===== src/rtl/spi_master_core.sv =====
// SPI shift engine: pulls words from the TX FIFO, shifts them out on MOSI,
// assembles MISO into RX words, drives one slave select and pulses done.
//
// state | meaning
// IDLE  | waiting for an accepted start; SCLK follows live CPOL, SS released
// SETUP | select asserted, one half period before the first word
// LOAD  | waiting for a TX word; pops it and primes the bit counter
// SHIFT | generating WLEN+1 SCLK pulses, moving MOSI and sampling MISO
// STORE | waiting for RX space; pushes the received word
// HOLD  | select held one half period after the last word
// DONE  | one-cycle completion pulse
module spi_master_core #(
    parameter int SS_WIDTH = 8
) (
    input  logic                clk_i,
    input  logic                reset_n_i,
    input  logic [31:0]         reg_control_i,
    input  logic [31:0]         reg_trans_ctrl_i,
    input  logic                trans_start_i,
    output logic                trans_done_o,
    input  logic                tx_empty_i,
    input  logic [31:0]         tx_data_i,
    output logic                tx_pull_o,
    input  logic                rx_full_i,
    output logic [31:0]         rx_data_o,
    output logic                rx_push_o,
    output logic                sclk_o,
    output logic                mosi_o,
    input  logic                miso_i,
    output logic [SS_WIDTH-1:0] ss_n_o
);

    typedef enum logic [2:0] {
        IDLE, SETUP, LOAD, SHIFT, STORE, HOLD, DONE
    } state_t;

    state_t              state, state_n;
    logic [7:0]          cnt, cnt_n;
    logic [4:0]          bit_cnt, bit_cnt_n;
    logic [7:0]          word_cnt, word_cnt_n;
    logic [7:0]          div, div_n;
    logic                cpol, cpol_n;
    logic                cpha, cpha_n;
    logic                lsb, lsb_n;
    logic [4:0]          wlen, wlen_n;
    logic [31:0]         tx_word, tx_word_n;
    logic [31:0]         rx_shift, rx_shift_n;
    logic [31:0]         rx_data, rx_data_n;
    logic                sclk, sclk_n;
    logic                mosi, mosi_n;
    logic [SS_WIDTH-1:0] ss_n, ss_n_n;
    logic [4:0]          cur_idx, nxt_idx, first_idx;
    logic                unused_bits;

    // Status, start-edge and reserved register bits are not used by the shifter.
    assign unused_bits = ^{reg_control_i[31:12], reg_trans_ctrl_i[31:17], reg_trans_ctrl_i[13]};

    // Bit position in the word for the current/next bit; the bit counter always
    // counts down from WLEN, LSB-first simply mirrors the position.
    assign cur_idx   = lsb ? (wlen - bit_cnt) : bit_cnt;
    assign nxt_idx   = lsb ? (wlen - bit_cnt + 5'd1) : (bit_cnt - 5'd1);
    assign first_idx = lsb ? 5'd0 : wlen;

    assign rx_data_o = rx_data;
    assign sclk_o    = sclk;
    assign mosi_o    = mosi;
    assign ss_n_o    = ss_n;

    // Out-of-range select index leaves every select released.
    function automatic logic [SS_WIDTH-1:0] ss_decode(input logic [2:0] idx);
        logic [SS_WIDTH-1:0] v;
        v = '1;
        for (int i = 0; i < SS_WIDTH; i++) begin
            if (int'(idx) == i) v[i] = 1'b0;
        end
        return v;
    endfunction

    // State and datapath registers.
    always_ff @(posedge clk_i or negedge reset_n_i) begin
        if (!reset_n_i) begin
            state    <= IDLE;
            cnt      <= '0;
            bit_cnt  <= '0;
            word_cnt <= '0;
            div      <= '0;
            cpol     <= 1'b0;
            cpha     <= 1'b0;
            lsb      <= 1'b0;
            wlen     <= '0;
            tx_word  <= '0;
            rx_shift <= '0;
            rx_data  <= '0;
            sclk     <= 1'b0;
            mosi     <= 1'b0;
            ss_n     <= '1;
        end else begin
            state    <= state_n;
            cnt      <= cnt_n;
            bit_cnt  <= bit_cnt_n;
            word_cnt <= word_cnt_n;
            div      <= div_n;
            cpol     <= cpol_n;
            cpha     <= cpha_n;
            lsb      <= lsb_n;
            wlen     <= wlen_n;
            tx_word  <= tx_word_n;
            rx_shift <= rx_shift_n;
            rx_data  <= rx_data_n;
            sclk     <= sclk_n;
            mosi     <= mosi_n;
            ss_n     <= ss_n_n;
        end
    end

    // Next-state, datapath updates and FIFO/done strobes.
    always_comb begin
        state_n    = state;
        cnt_n      = cnt;
        bit_cnt_n  = bit_cnt;
        word_cnt_n = word_cnt;
        div_n      = div;
        cpol_n     = cpol;
        cpha_n     = cpha;
        lsb_n      = lsb;
        wlen_n     = wlen;
        tx_word_n  = tx_word;
        rx_shift_n = rx_shift;
        rx_data_n  = rx_data;
        sclk_n     = sclk;
        mosi_n     = mosi;
        ss_n_n     = ss_n;
        tx_pull_o    = 1'b0;
        rx_push_o    = 1'b0;
        trans_done_o = 1'b0;
        case (state)
            IDLE: begin
                sclk_n = reg_control_i[8];
                mosi_n = 1'b0;
                ss_n_n = '1;
                if (trans_start_i && reg_control_i[11]) begin
                    div_n      = reg_control_i[7:0];
                    cpol_n     = reg_control_i[8];
                    cpha_n     = reg_control_i[9];
                    lsb_n      = reg_control_i[10];
                    wlen_n     = reg_trans_ctrl_i[4:0];
                    word_cnt_n = reg_trans_ctrl_i[12:5];
                    cnt_n      = reg_control_i[7:0];
                    ss_n_n     = ss_decode(reg_trans_ctrl_i[16:14]);
                    state_n    = SETUP;
                end
            end
            SETUP: begin
                if (cnt == 8'd0) state_n = LOAD;
                else             cnt_n   = cnt - 8'd1;
            end
            LOAD: begin
                sclk_n = cpol;
                if (!tx_empty_i) begin
                    tx_pull_o  = 1'b1;
                    tx_word_n  = tx_data_i;
                    bit_cnt_n  = wlen;
                    rx_shift_n = '0;
                    cnt_n      = div;
                    if (!cpha) mosi_n = tx_data_i[first_idx];
                    state_n    = SHIFT;
                end
            end
            SHIFT: begin
                if (cnt != 8'd0) begin
                    cnt_n = cnt - 8'd1;
                end else begin
                    cnt_n  = div;
                    sclk_n = ~sclk;
                    if (sclk == cpol) begin
                        // leading edge
                        if (!cpha) rx_shift_n[cur_idx] = miso_i;
                        else       mosi_n = tx_word[cur_idx];
                    end else begin
                        // trailing edge
                        if (cpha) rx_shift_n[cur_idx] = miso_i;
                        if (bit_cnt == 5'd0) begin
                            rx_data_n = rx_shift_n;
                            state_n   = STORE;
                        end else begin
                            bit_cnt_n = bit_cnt - 5'd1;
                            if (!cpha) mosi_n = tx_word[nxt_idx];
                        end
                    end
                end
            end
            STORE: begin
                if (!rx_full_i) begin
                    rx_push_o = 1'b1;
                    if (word_cnt == 8'd0) begin
                        cnt_n   = div;
                        state_n = HOLD;
                    end else begin
                        word_cnt_n = word_cnt - 8'd1;
                        state_n    = LOAD;
                    end
                end
            end
            HOLD: begin
                if (cnt == 8'd0) begin
                    ss_n_n  = '1;
                    state_n = DONE;
                end else begin
                    cnt_n = cnt - 8'd1;
                end
            end
            DONE: begin
                trans_done_o = 1'b1;
                state_n      = IDLE;
            end
            default: begin
                ss_n_n  = '1;
                state_n = IDLE;
            end
        endcase
    end

endmodule


===== config.mk =====
export PLATFORM = sky130hd
export DESIGN_NAME = spi_master_core
export DESIGN_NICKNAME = d
export VERILOG_FILES = /design/src/rtl/spi_master_core.sv
export SDC_FILE = /design/constraint.sdc
export NUM_CORES = 1
export LEC_CHECK = 0
export ABC_AREA = 1
export CAP_MARGIN = 15
export CELL_PAD_IN_SITES_DETAIL_PLACEMENT = 1
export CELL_PAD_IN_SITES_GLOBAL_PLACEMENT = 2
export CORE_ASPECT_RATIO = 0.5
export CORE_MARGIN = 2
export CORE_UTILIZATION = 32
export CTS_BUF_LIST = sky130_fd_sc_hd__clkbuf_4 sky130_fd_sc_hd__clkbuf_8 sky130_fd_sc_hd__clkbuf_16
export DETAILED_ROUTE_END_ITERATION = 6
export HOLD_SLACK_MARGIN = 0.02
export MAX_ROUTING_LAYER = met4
export PLACE_DENSITY = 0.88
export SLEW_MARGIN = 15
export SYNTH_ARGS = -nofsm -noshare
export SYNTH_HDL_FRONTEND = slang
export SYNTH_SLANG_ARGS = --single-unit

===== constraint.sdc =====
create_clock -name clk_i -period 4.86 [get_ports clk_i]
set_clock_uncertainty 0.1 [all_clocks]
set_input_delay 1.458 -clock clk_i [delete_from_list [all_inputs] [get_ports clk_i]]
set_output_delay 1.458 -clock clk_i [all_outputs]
set_load 0.03 [all_outputs]

# Yosys cells after proc, flatten, opt, wreduce, memory -nomap -nowiden
# Index checks and enable logic that the tools add are counted.
# Widths: inputs -> output; s select.
totals:
  regBits: 146
op_classes:
  order_cmp: 4
  reduce_logical: 25
  bitwise: 5
  eq_ne: 31
  add_sub_neg: 5
  mux: 70
op_table:
  columns: ["op", "count"]
  rows:
  - ["$mux 32", 5]
  - ["$mux 8", 11]
  - ["$pmux 32 s2", 1]
  - ["$pmux 8 s5", 1]
  - ["$mux 5", 7]
  - ["$bwmux 32", 1]
  - ["$mux 3", 9]
  - ["$ne 2x2->1 const B", 13]
  - ["$mux 1", 25]
  - ["$pmux 8 s3", 1]
  - ["$eq 3x3->1 const B", 7]
  - ["$lt 5x6->1 const B", 3]
  - ["$pmux 3 s6", 1]
  - ["$logic_not 8->1", 2]
  - ["$pmux 8 s2", 1]
  - ["$sub 8x1->8 const B", 2]
  - ["$bmux 1 s5", 3]
  - ["$eq 3x2->1 const B", 4]
  - ["$ne 3x3->1 const B", 4]
  - ["$reduce_and 4->1", 3]
  - ["$pmux 5 s2", 1]
  - ["$reduce_and 2->1", 4]
  - ["$reduce_and 8->1", 1]
  - ["$reduce_bool 8->1", 1]
  - ["20 further kinds", 29]

# Depth between registers and ports, before layout
# Gate-level depths: netlist (run 1).
depth:
  ltp_word: 11
  mapped_depth: 21
  depth_no_buf: 20

# Least setup slack after synthesis (run 1)
# OpenSTA, ideal clock, no wires.
synth_path:
  path_kind: "in2out"
  start: "in tx_empty_i"
  end: "out tx_pull_o"
  path_stages: 2
  required_ns: 3.302
  path_buffers: 1
  arrival_ns: 2.263
  slack_ns: 1.039
  path_cell_list: "nor2_1 clkbuf_1"
synth_via:
  elab_chain_len: 2
synth_rtl:
  columns: ["element", "line_no", "text"]
  rows:
  - ["start, declared", "21", "input logic tx_empty_i,"]
  - ["$mux 1", "159", "if (!tx_empty_i) begin"]
  - ["$mux 1", "136", "case (state)"]
  - ["end, declared", "23", "output logic tx_pull_o,"]
# No other way between the ends.

# Worst setup path after layout (run 1)
layout_path:
  start: "in rx_full_i"
  end: "out rx_push_o"
layout_via:
  elab_chain_len: 2
layout_rtl:
  columns: ["element", "line_no", "text"]
  rows:
  - ["start, declared", "24", "input logic rx_full_i,"]
  - ["$mux 1", "193", "if (!rx_full_i) begin"]
  - ["$mux 1", "136", null]
  - ["end, declared", "26", "output logic rx_push_o,"]
# No other way between the ends.

==> reports/metrics.yaml, run 1 <==
drt:
  drc: 0
  ant_nets: 0
  wl_per_cell_um: 17.0
  drtPass1Iterations: 5
  drtIter0Drc: 622
  dr_total_vias: 10000
  vias_per_cell: 5.10
  routed_wirelength_um: 33300
grt:
  first_global_vias: 10900
  grt_max_degree: 94
  grt_antenna_before_repair: 0
  grt_pass1_wl_um: 55600
  grt_usage_pct: 22.7
  grt-ovfl-total: 0
layout:
  antenna_cells: 0
  synthToLayoutAreaGrowth_pct: 22.4
  final_cells: 1964
  num-nets-final: 1672
  drive_gt1_share_pct: 8.07
  final_cell_area_um2: 11800
clock_tree:
  clock_sinks: 146
  cts_tree: "built"
  ctsHoldBuffers: 0
  clockBufferDepth: 2
  htree_levels: 4
  cts-resized-gates: 0
  cts_setup_buffers: 0
  clock_latency_ns: 0.46
  cts.clk_slew.worst_paths_ns: 0.06
  cts_root_buf: "clkbuf_16"
  cts-buffers-inserted: 17
logic_synthesis:
  synth_area_leaders: "dfrtp_1, nand2_1, nand3_1"
  synthDominantCellAreaShare_pct: 35.8
  synth-warning-count: 0
  synth_top_area_cell: "dfrtp_1"
  synth_edf_count: 0
  ys_seq_elements: 146
  syn-cell-area_um2: 9650
  synthArstFlopShare_pct: 100
  yosysSeqAreaShare_pct: 38.0
  syn_nets: 1581
  post_synth_num_cell_types: 46
  netlist_top_cells_count: "nand2_1, nand3_1, inv_1, dfrtp_1, o21ai_0"
  synth_area_per_cell_um2: 6.57
  synth_ff_type: "dfrtp_1"
  synth_cells: 1469
  synth_most_common_cell: "nand2_1"
setup_path:
  timing.critical_path.buf_inv: 2
  start_kind: "input pin"
  critPathRequiredTime_ns: 3.30
  regToRegSetupSlack_ns: 1.27
  worst-setup-path-type: "input pin to primary output"
  critPathMaxStageDelay_ns: 0.67
  cp_max_fo: 2
  arrival_ns: 2.66
  cp_top_family: "buffers and inverters"
  cp-end-kind: "primary output"
  crit_top_cell: "clkdlybuf4s50_1"
  crit_chain: "clkdlybuf4s50_1 > nor2_1 > clkdlybuf4s50_1"
  critPathSlowestCell: "clkdlybuf4s50_1"
floorplanning:
  die_y_um: 127
  initial_core_util_pct: 32.9
  core_area_um2: 29300
  rows: 44
  die_area_um2: 31600
  die_w_um: 250
  ios: 147
sta:
  report.final.slew_viol_count: 0
  max_freq_mhz: 237
  final.setup.worst_slack_ns: 0.645
  tightest_slew_ns: 0.925
  setup_tns_ns: 0
  hold_violations: 0
  setup_viol: 0
  max_slew_margin_pct: 38.3
  rsz0062_at_grt: "no"
  min_period_over_period_pct: 86.7
  finalCriticalPeriod_ns: 4.21
power:
  pwr_density_cell_nw_per_um2: 796
  power_leakage_uw: 0.00589
  p_int_uw: 4440
  ir_drop_mv: 0.418
  p_switching_uw: 4960
  power_frac_seq_pct: 21.3
  p_clk_share_pct: 16.3
  combPwrFrac_pct: 62.4
  sw_frac_of_total_pct: 52.8
place:
  dp.cells: 1932
  dpl_worst_slack_ns: 0.632
  dp_hpwl_um: 23300
  placed_area_um2: 11100
  gp_congestion: 0.818
  portBuffers: 110
min_path:
  hold_class: "flop to flop"
job:
  maxCapViolCount: 0
run_status:
  status: "finished, final reports clean"
[layout make-up]
cell class / instances / area, um^2
Clock buffer: 19 / 453
Clock inverter: 13 / 208
Fill cell: 3766 / 17500
Inverter: 179 / 672
Multi-Input combinational cell: 1085 / 5050
Sequential cell: 146 / 3660
Tap cell: 391 / 489
Timing Repair Buffer: 131 / 1270
[worst paths after layout]
kind / from / end / depth (start not counted)
max: rx_full_i / rx_push_o / 3
min: ss_n_o[5]$_DFFE_PN1P_ / ss_n_o[5]$_DFFE_PN1P_ / 2
max reg2reg: wlen[0]$_DFFE_PN0P_ / rx_shift[31]$_DFFE_PN0P_ / 17
min reg2reg: ss_n_o[5]$_DFFE_PN1P_ / ss_n_o[5]$_DFFE_PN1P_ / 2
max in group asynchronous: reset_n_i / rx_shift[11]$_DFFE_PN0P_ / 2
min in group asynchronous: reset_n_i / tx_word[24]$_DFFE_PN0P_ / 1
[placed cells by master (no fill, tap or decap), types with 18 or more instances in the layout]
master           count
nand2_1            598
nand3_1            194
inv_1              146
dfrtp_1            138
clkdlybuf4s50_1    108
o21ai_0             77
nor2_1              45
a21oi_1             22
o21ai_1             21
buf_4               21
a31oi_1             20
or2_2               18
[worst reg2reg max path: stages (launching register included)]
cell and delay [ns]:
dfrtp_1 0.45, inv_1 0.25, ha_1 0.20, inv_1 0.06
fa_1 0.55, nand2_1 0.06, o21ai_0 0.07, buf_4 0.23
clkinv_1 0.37, nor2_1 0.21, buf_4 0.25, nand3_1 0.16
clkinv_1 0.10, nand2_1 0.05, nand3_1 0.13, nand3_1 0.09
nand2_1 0.08, nand2_1 0.05
[registers in the layout, summed over array words and instances, names as in the netlist]
name / cells
word_cnt: 8
wlen: 5
mosi_o: 1
tx_word: 32
div: 8
sclk_o: 1
cpol: 1
bit_cnt: 5
ss_n_o: 8
state: 3
rx_shift: 32
cnt: 8
cpha: 1
rx_data_o: 32
lsb: 1
[power by group through the flow]
| stage | clock, uW | combinational, uW | sequential (uW) |
|---|---|---|---|
| final | 1530 | 5860 | 2000 |
| after global routing | 1610 | 6620 | 2060 |
| after CTS | 1560 | 5900 | 2010 |
| after detailed placement | 0 | 5850 | 2020 |
| after global placement | 0 | 5650 | 1990 |
| after floorplan | 0 | 4000 | 2050 |
[metal layers]
metal / track usage [%] / share of wire [%] / vias to the layer above
li1: - / - / 4854
met1: 28.3 / 48 / 4975
met2: 38.5 / 48 / 140
met3: 3.57 / 2.8 / 40
met4: 6.56 / 1.6 / 0
met5: - / 0 / -
[cell families (layout without fill, tap and decap cells)]
logic type | after synthesis | after routing | share of synthesized area, %
AND/OR/NAND/NOR | 893 | 893 | 39.6
AO/OA/AOI/OAI | 171 | 171 | 10.2
adder cells (fa/ha/maj) | 10 | 10 | 1.38
buffers and inverters | 238 | 342 | 9.70
XOR/XNOR | 9 | 9 | 0.895
multiplexers | 2 | 2 | 0.221
flip-flops | 146 | 146 | 38.0
[per-stage QoR]
stage | hold slack [ns] | utilization (%) | total power (uW)
after detailed placement | 0.360 | 38.0 | 7870
after global routing | 0.387 | 40.2 | 10300
final | 0.367 | 40.2 | 9400
after floorplan | 0.342 | - | 6050
after global placement | 0.352 | 38.0 | 7640
after CTS | 0.372 | 40.2 | 9460
(Power assumes the default switching activity.)
==> run 2, diff against run 1 <==
--- a/config.mk
+++ b/config.mk
@@ -17,6 +17,7 @@
 export HOLD_SLACK_MARGIN = 0.02
 export MAX_ROUTING_LAYER = met4
 export PLACE_DENSITY = 0.88
+export RECOVER_POWER = 25
 export SLEW_MARGIN = 15
 export SYNTH_ARGS = -nofsm -noshare
 export SYNTH_HDL_FRONTEND = slang
==> reports/metrics.yaml, run 2 (synthesized netlist as in run 1, its figures left out) <==
run_status:
  status: "complete, but fails checks"
  violations: "max-capacitance violations, max-slew violations"
setup_path:
  cp_max_fo: 2  # unchanged
  crit_top_cell: "clkdlybuf4s50_1"
  timing.critical_path.buf_inv: 2  # unchanged
  critPathSlowestCell: "clkdlybuf4s50_1"
  cp-end-kind: "primary output"
  arrival_ns: 2.66  # about the same
  critPathMaxStageDelay_ns: 0.67  # about the same
  cp_top_family: "buffers and inverters"
  critPathRequiredTime_ns: 3.30  # about the same
  crit_chain: "clkdlybuf4s50_1 > nor2_1 > clkdlybuf4s50_1"
  worst-setup-path-type: "input pin to primary output"
  start_kind: "input pin"
grt:
  grt_max_degree: 94  # unchanged
  grt_antenna_before_repair: 0  # unchanged
  grt-ovfl-total: 0  # unchanged
  grt_usage_pct: 22.7  # unchanged
  first_global_vias: 10900  # unchanged
  grt_pass1_wl_um: 55600  # unchanged
layout:
  num-nets-final: 1672  # unchanged
  drive_gt1_share_pct: 8.07  # unchanged
  nFillCells: 3766  # unchanged
  final_cells: 1964  # unchanged
  antenna_cells: 0  # unchanged
  final_cell_mix: "nand2_1, nand3_1, inv_1"
  synthToLayoutAreaGrowth_pct: 22.4  # about the same
  final_common_cell: "nand2_1"
power:
  p_clk_share_pct: 16.3  # about the same
  power_frac_seq_pct: 21.3  # about the same
  p_int_uw: 4440  # about the same
  power_leakage_uw: 0.00589  # about the same
  sw_frac_of_total_pct: 52.8  # about the same
  p_switching_uw: 4960  # about the same
  pwr_density_cell_nw_per_um2: 796  # about the same
  combPwrFrac_pct: 62.4  # about the same
  ir_drop_mv: 0.418  # about the same
place:
  dp_hpwl_um: 23300  # unchanged
  portBuffers: 110  # unchanged
  gp_congestion: 0.818  # unchanged
  dpl_worst_slack_ns: 0.632  # unchanged
  dp.cells: 1932  # unchanged
drt:
  dr_total_vias: 10000  # +0.010%
  drc: 0  # unchanged
  drtPass1Iterations: 5  # unchanged
  routed_wirelength_um: 33300  # about the same
  ant_nets: 0  # unchanged
  drtIter0Drc: 622  # unchanged
  wl_per_cell_um: 17.0  # about the same
  vias_per_cell: 5.10  # about the same
sta:
  min_period_over_period_pct: 86.7  # unchanged
  rsz0062_at_grt: "no"
  finalCriticalPeriod_ns: 4.21  # unchanged
  hold_violations: 0  # unchanged
  max_freq_mhz: 237  # unchanged
  final.setup.worst_slack_ns: 0.645  # unchanged
  max_slew_margin_pct: -66.2  # -100 points
  report.final.slew_viol_count: 93  # +93
  setup_tns_ns: 0  # unchanged
  tightest_slew_ns: 2.49  # +1.57 ns
  setup_viol: 0  # unchanged
clock_tree:
  htree_levels: 4  # unchanged
  cts_root_buf: "clkbuf_16"
  cts.clk_slew.worst_paths_ns: 0.06  # about the same
  cts-resized-gates: 0  # unchanged
  cts_tree: "built"
  clock_sinks: 146  # unchanged
  clock_latency_ns: 0.46  # about the same
  cts_setup_buffers: 0  # unchanged
  cts-buffers-inserted: 17  # unchanged
  ctsHoldBuffers: 0  # unchanged
  clockBufferDepth: 2  # unchanged
min_path:
  hold_class: "flop to flop"
job:
  maxCapViolCount: 1  # +1
floorplanning:
  die_w_um: 250  # unchanged
  initial_core_util_pct: 32.9  # unchanged
  core_area_um2: 29300  # unchanged
  rows: 44  # unchanged
  die_area_um2: 31600  # unchanged
  ios: 147  # unchanged
  die_y_um: 127  # unchanged
[run 2: cell types whose count changed in the layout (fill, tap and decap cells not counted), sizes merged]
cell	before	now
buf	23	22
clkbuf	19	20
[run 2: tightest hold or removal path: stages, from the launching register on]
cell and delay [ns]:
dfstp_2 0.37, inv_1 0.04, a32oi_1 0.05
[run 2: layout make-up]
cell class                 instances  area [um^2]  area share, %
clock buffer                      19          453           3.84
inverter                         179          672           5.69
tap                              391          489           4.15
clock inverter                    13          208           1.76
timing repair buffer             131         1260           10.7
sequential                       146         3660           31.0
multi-input combinational       1085         5050           42.8
[run 2: per-stage QoR]
stage / power, uW / cell area [um^2] / util (%) / hold WS (ns)
2_1_floorplan: 6050 / 9650 / - / 0.342
3_3_place_gp: 7640 / 11100 / 38.0 / 0.352
3_5_place_dp: 7870 / 11100 / 38.0 / 0.360
4_1_cts: 9460 / 11800 / 40.2 / 0.372
5_1_grt: 10300 / 11800 / 40.2 / 0.387
6_report: 9400 / 11800 / 40.2 / 0.367
[run 2: path summary, 6_finish.rpt]
kind                                        from                  endpoint  slack, ns  depth (start not counted)
setup / recovery                       rx_full_i                 rx_push_o       0.65                          3
hold / removal             ss_n_o[5]$_DFFE_PN1P_     ss_n_o[5]$_DFFE_PN1P_       0.37                          2
setup reg to reg             wlen[0]$_DFFE_PN0P_  rx_shift[31]$_DFFE_PN0P_       1.27                         17
hold reg to reg            ss_n_o[5]$_DFFE_PN1P_     ss_n_o[5]$_DFFE_PN1P_       0.37                          2
max in group asynchronous              reset_n_i  rx_shift[29]$_DFFE_PN0P_       1.53                          1
min in group asynchronous              reset_n_i   tx_word[24]$_DFFE_PN0P_       1.62                          1
[run 2: power groups by stage]
stage / combinational [uW] / sequential, uW / clock [uW]
global route: 6620 / 2060 / 1610
finish: 5860 / 2000 / 1530
detailed placement: 5850 / 2020 / 0
floorplan: 4000 / 2050 / 0
global placement: 5650 / 1990 / 0
CTS: 5900 / 2010 / 1560
[run 2: layer usage]
layer,wire (um),track usage [%],up-vias
li1,-,-,4855
met1,15800,28.3,4975
met2,16000,38.5,140
met3,928,3.57,40
met4,519,6.56,0
met5,0,-,-
==> run 3, diff against run 2 <==
--- a/config.mk
+++ b/config.mk
@@ -11,13 +11,14 @@
 export CELL_PAD_IN_SITES_GLOBAL_PLACEMENT = 2
 export CORE_ASPECT_RATIO = 0.5
 export CORE_MARGIN = 2
-export CORE_UTILIZATION = 32
+export CORE_UTILIZATION = 30
 export CTS_BUF_LIST = sky130_fd_sc_hd__clkbuf_4 sky130_fd_sc_hd__clkbuf_8 sky130_fd_sc_hd__clkbuf_16
 export DETAILED_ROUTE_END_ITERATION = 6
 export HOLD_SLACK_MARGIN = 0.02
 export MAX_ROUTING_LAYER = met4
-export PLACE_DENSITY = 0.88
+export PLACE_DENSITY_LB_ADDON = 0.1
 export RECOVER_POWER = 25
+export SKIP_CTS_REPAIR_TIMING = 1
 export SLEW_MARGIN = 15
 export SYNTH_ARGS = -nofsm -noshare
 export SYNTH_HDL_FRONTEND = slang
==> constraint.sdc (replaced) <==
create_clock -name clk_i -period 4.69 [get_ports clk_i]
set_clock_uncertainty 0.1 [all_clocks]
set_input_delay 1.407 -clock clk_i [delete_from_list [all_inputs] [get_ports clk_i]]
set_output_delay 1.407 -clock clk_i [all_outputs]
set_load 0.03 [all_outputs]
==> reports/metrics.yaml, run 3 (synthesized netlist as in run 1, its figures left out) <==
setup_path:
  worst-setup-path-type: "input pin to primary output"
  critPathRequiredTime_ns: 3.18  # -0.12 ns
  regToRegSetupSlack_ns: 1.13  # -0.14 ns
  cp_max_fo: 2  # unchanged
  cp-end-kind: "primary output"
  arrival_ns: 2.63  # -0.03 ns
  start_kind: "input pin"
place:
  portBuffers: 110  # unchanged
  gp_congestion: 0.836  # +2.1%
  dp.cells: 1972  # +2.1%
  dp_hpwl_um: 23700  # +1.7%
job:
  maxCapViolCount: 1  # unchanged
clock_tree:
  cts-buffers-inserted: 17  # unchanged
  cts_tree: "built"
  cts_root_buf: "clkbuf_16"
  clock_latency_ns: 0.45  # about the same
  cts.clk_slew.worst_paths_ns: 0.06  # about the same
  clockBufferDepth: 2  # unchanged
  htree_levels: 4  # unchanged
  clock_sinks: 146  # unchanged
drt:
  vias_per_cell: 4.88  # -4.3%
  drtPass1Iterations: 6  # +1
  routed_wirelength_um: 33900  # +1.7%
  wl_per_cell_um: 16.9  # -0.31%
  drc: 0  # unchanged
  dr_total_vias: 9779  # -2.3%
  drtIter0Drc: 502  # -19%
  ant_nets: 0  # unchanged
floorplanning:
  ios: 147  # unchanged
  rows: 46  # +4.5%
  core_area_um2: 31700  # +7.9%
  initial_core_util_pct: 30.5  # -2.4 points
  die_area_um2: 33700  # +6.5%
  die_w_um: 258  # +3.2%
  die_y_um: 131  # +3.2%
power:
  finalPower_uw: 9760  # +3.9%
  pwr_density_cell_nw_per_um2: 823  # +3.3%
  ir_drop_mv: 0.481  # +15%
  power_leakage_uw: 0.00590  # +0.22%
sta:
  hold_violations: 0  # unchanged
  tightest_slew_ns: 1.97  # -0.521 ns
  setup_viol: 0  # unchanged
  setup_tns_ns: 0  # unchanged
  rsz0062_at_grt: "no"
  finalCriticalPeriod_ns: 4.14
  max_slew_margin_pct: -31.4  # +35 points
  min_period_over_period_pct: 88.2
  report.final.slew_viol_count: 71  # -24%
  max_freq_mhz: 242
  hold_slack_ns: 0.363  # -0.00335 ns
layout:
  drive_gt1_share_pct: 8.08  # about the same
  final_cell_mix: "nand2_1, nand3_1, inv_1"
  final_cells: 2004  # +2.0%
  synthToLayoutAreaGrowth_pct: 23.0
  final_common_cell: "nand2_1"
  num-nets-final: 1671  # -0.060%
  nFillCells: 3976  # +5.6%
  ff_latch_area_um2: 3660  # unchanged
  antenna_cells: 0  # unchanged
  multi_input_area_um2: 5060  # about the same
grt:
  grt_pass1_wl_um: 54600  # -1.7%
  grt_usage_pct: 21.6  # -1.2 points
  grt-ovfl-total: 0  # unchanged
  grt_max_degree: 71  # -24%
  first_global_vias: 10200  # -6.6%
  grt_antenna_before_repair: 0  # unchanged
min_path:
  hold_class: "flop to flop"
run_status:
  status: "complete, but fails checks"
  violations: "max-capacitance violations, max-slew violations"
-- run 3: worst max-delay path, cell delays in order --
cell	delay, ns
clkdlybuf4s50_1	0.42
nor2_1	0.12
clkdlybuf4s50_1	0.68
-- run 3: layer usage --
| metal | global-route usage, % | part of all wire (%) |
|---|---|---|
| met5 | - | 0 |
| met4 | 4.45 | 0.95 |
| met3 | 3.95 | 2.5 |
| met2 | 37.1 | 48 |
| met1 | 26.8 | 49 |
-- run 3: layout make-up --
type / instances / area share, %
flip-flops and latches: 146 / 30.9
repair buffers: 130 / 10.5
multi-input cells: 1085 / 42.6
well taps: 432 / 4.55
inverters: 179 / 5.66
clock buffers: 18 / 3.65
clock inverters: 14 / 2.20
-- run 3: power by group --
part | internal (uW) | switching (uW) | total [uW]
registers | 1730 | 340 | 2070
clock network | 1060 | 610 | 1670
logic | 1890 | 4140 | 6030
-- run 3: final timing paths --
| check | end | cells after the start | from |
|---|---|---|---|
| min in group asynchronous | rx_data_o[13]$_DFFE_PN0P_ | 1 | reset_n_i |
| min reg2reg | ss_n_o[7]$_DFFE_PN1P_ | 2 | ss_n_o[7]$_DFFE_PN1P_ |
| max reg2reg | mosi_o$_DFFE_PN0P_ | 19 | wlen[0]$_DFFE_PN0P_ |
| max in group asynchronous | rx_shift[12]$_DFFE_PN0P_ | 2 | reset_n_i |
| max | rx_push_o | 3 | rx_full_i |
| min | ss_n_o[7]$_DFFE_PN1P_ | 2 | ss_n_o[7]$_DFFE_PN1P_ |
-- run 3: through the flow --
step,cell area (um^2),setup slack (ns),utilization [%]
global route,11900,0.256,37.5
CTS,11900,0.527,37.6
floorplan,9650,0.971,-
detailed placement,11200,0.539,35.4
global placement,11200,0.561,35.4
finish,11900,0.554,37.5
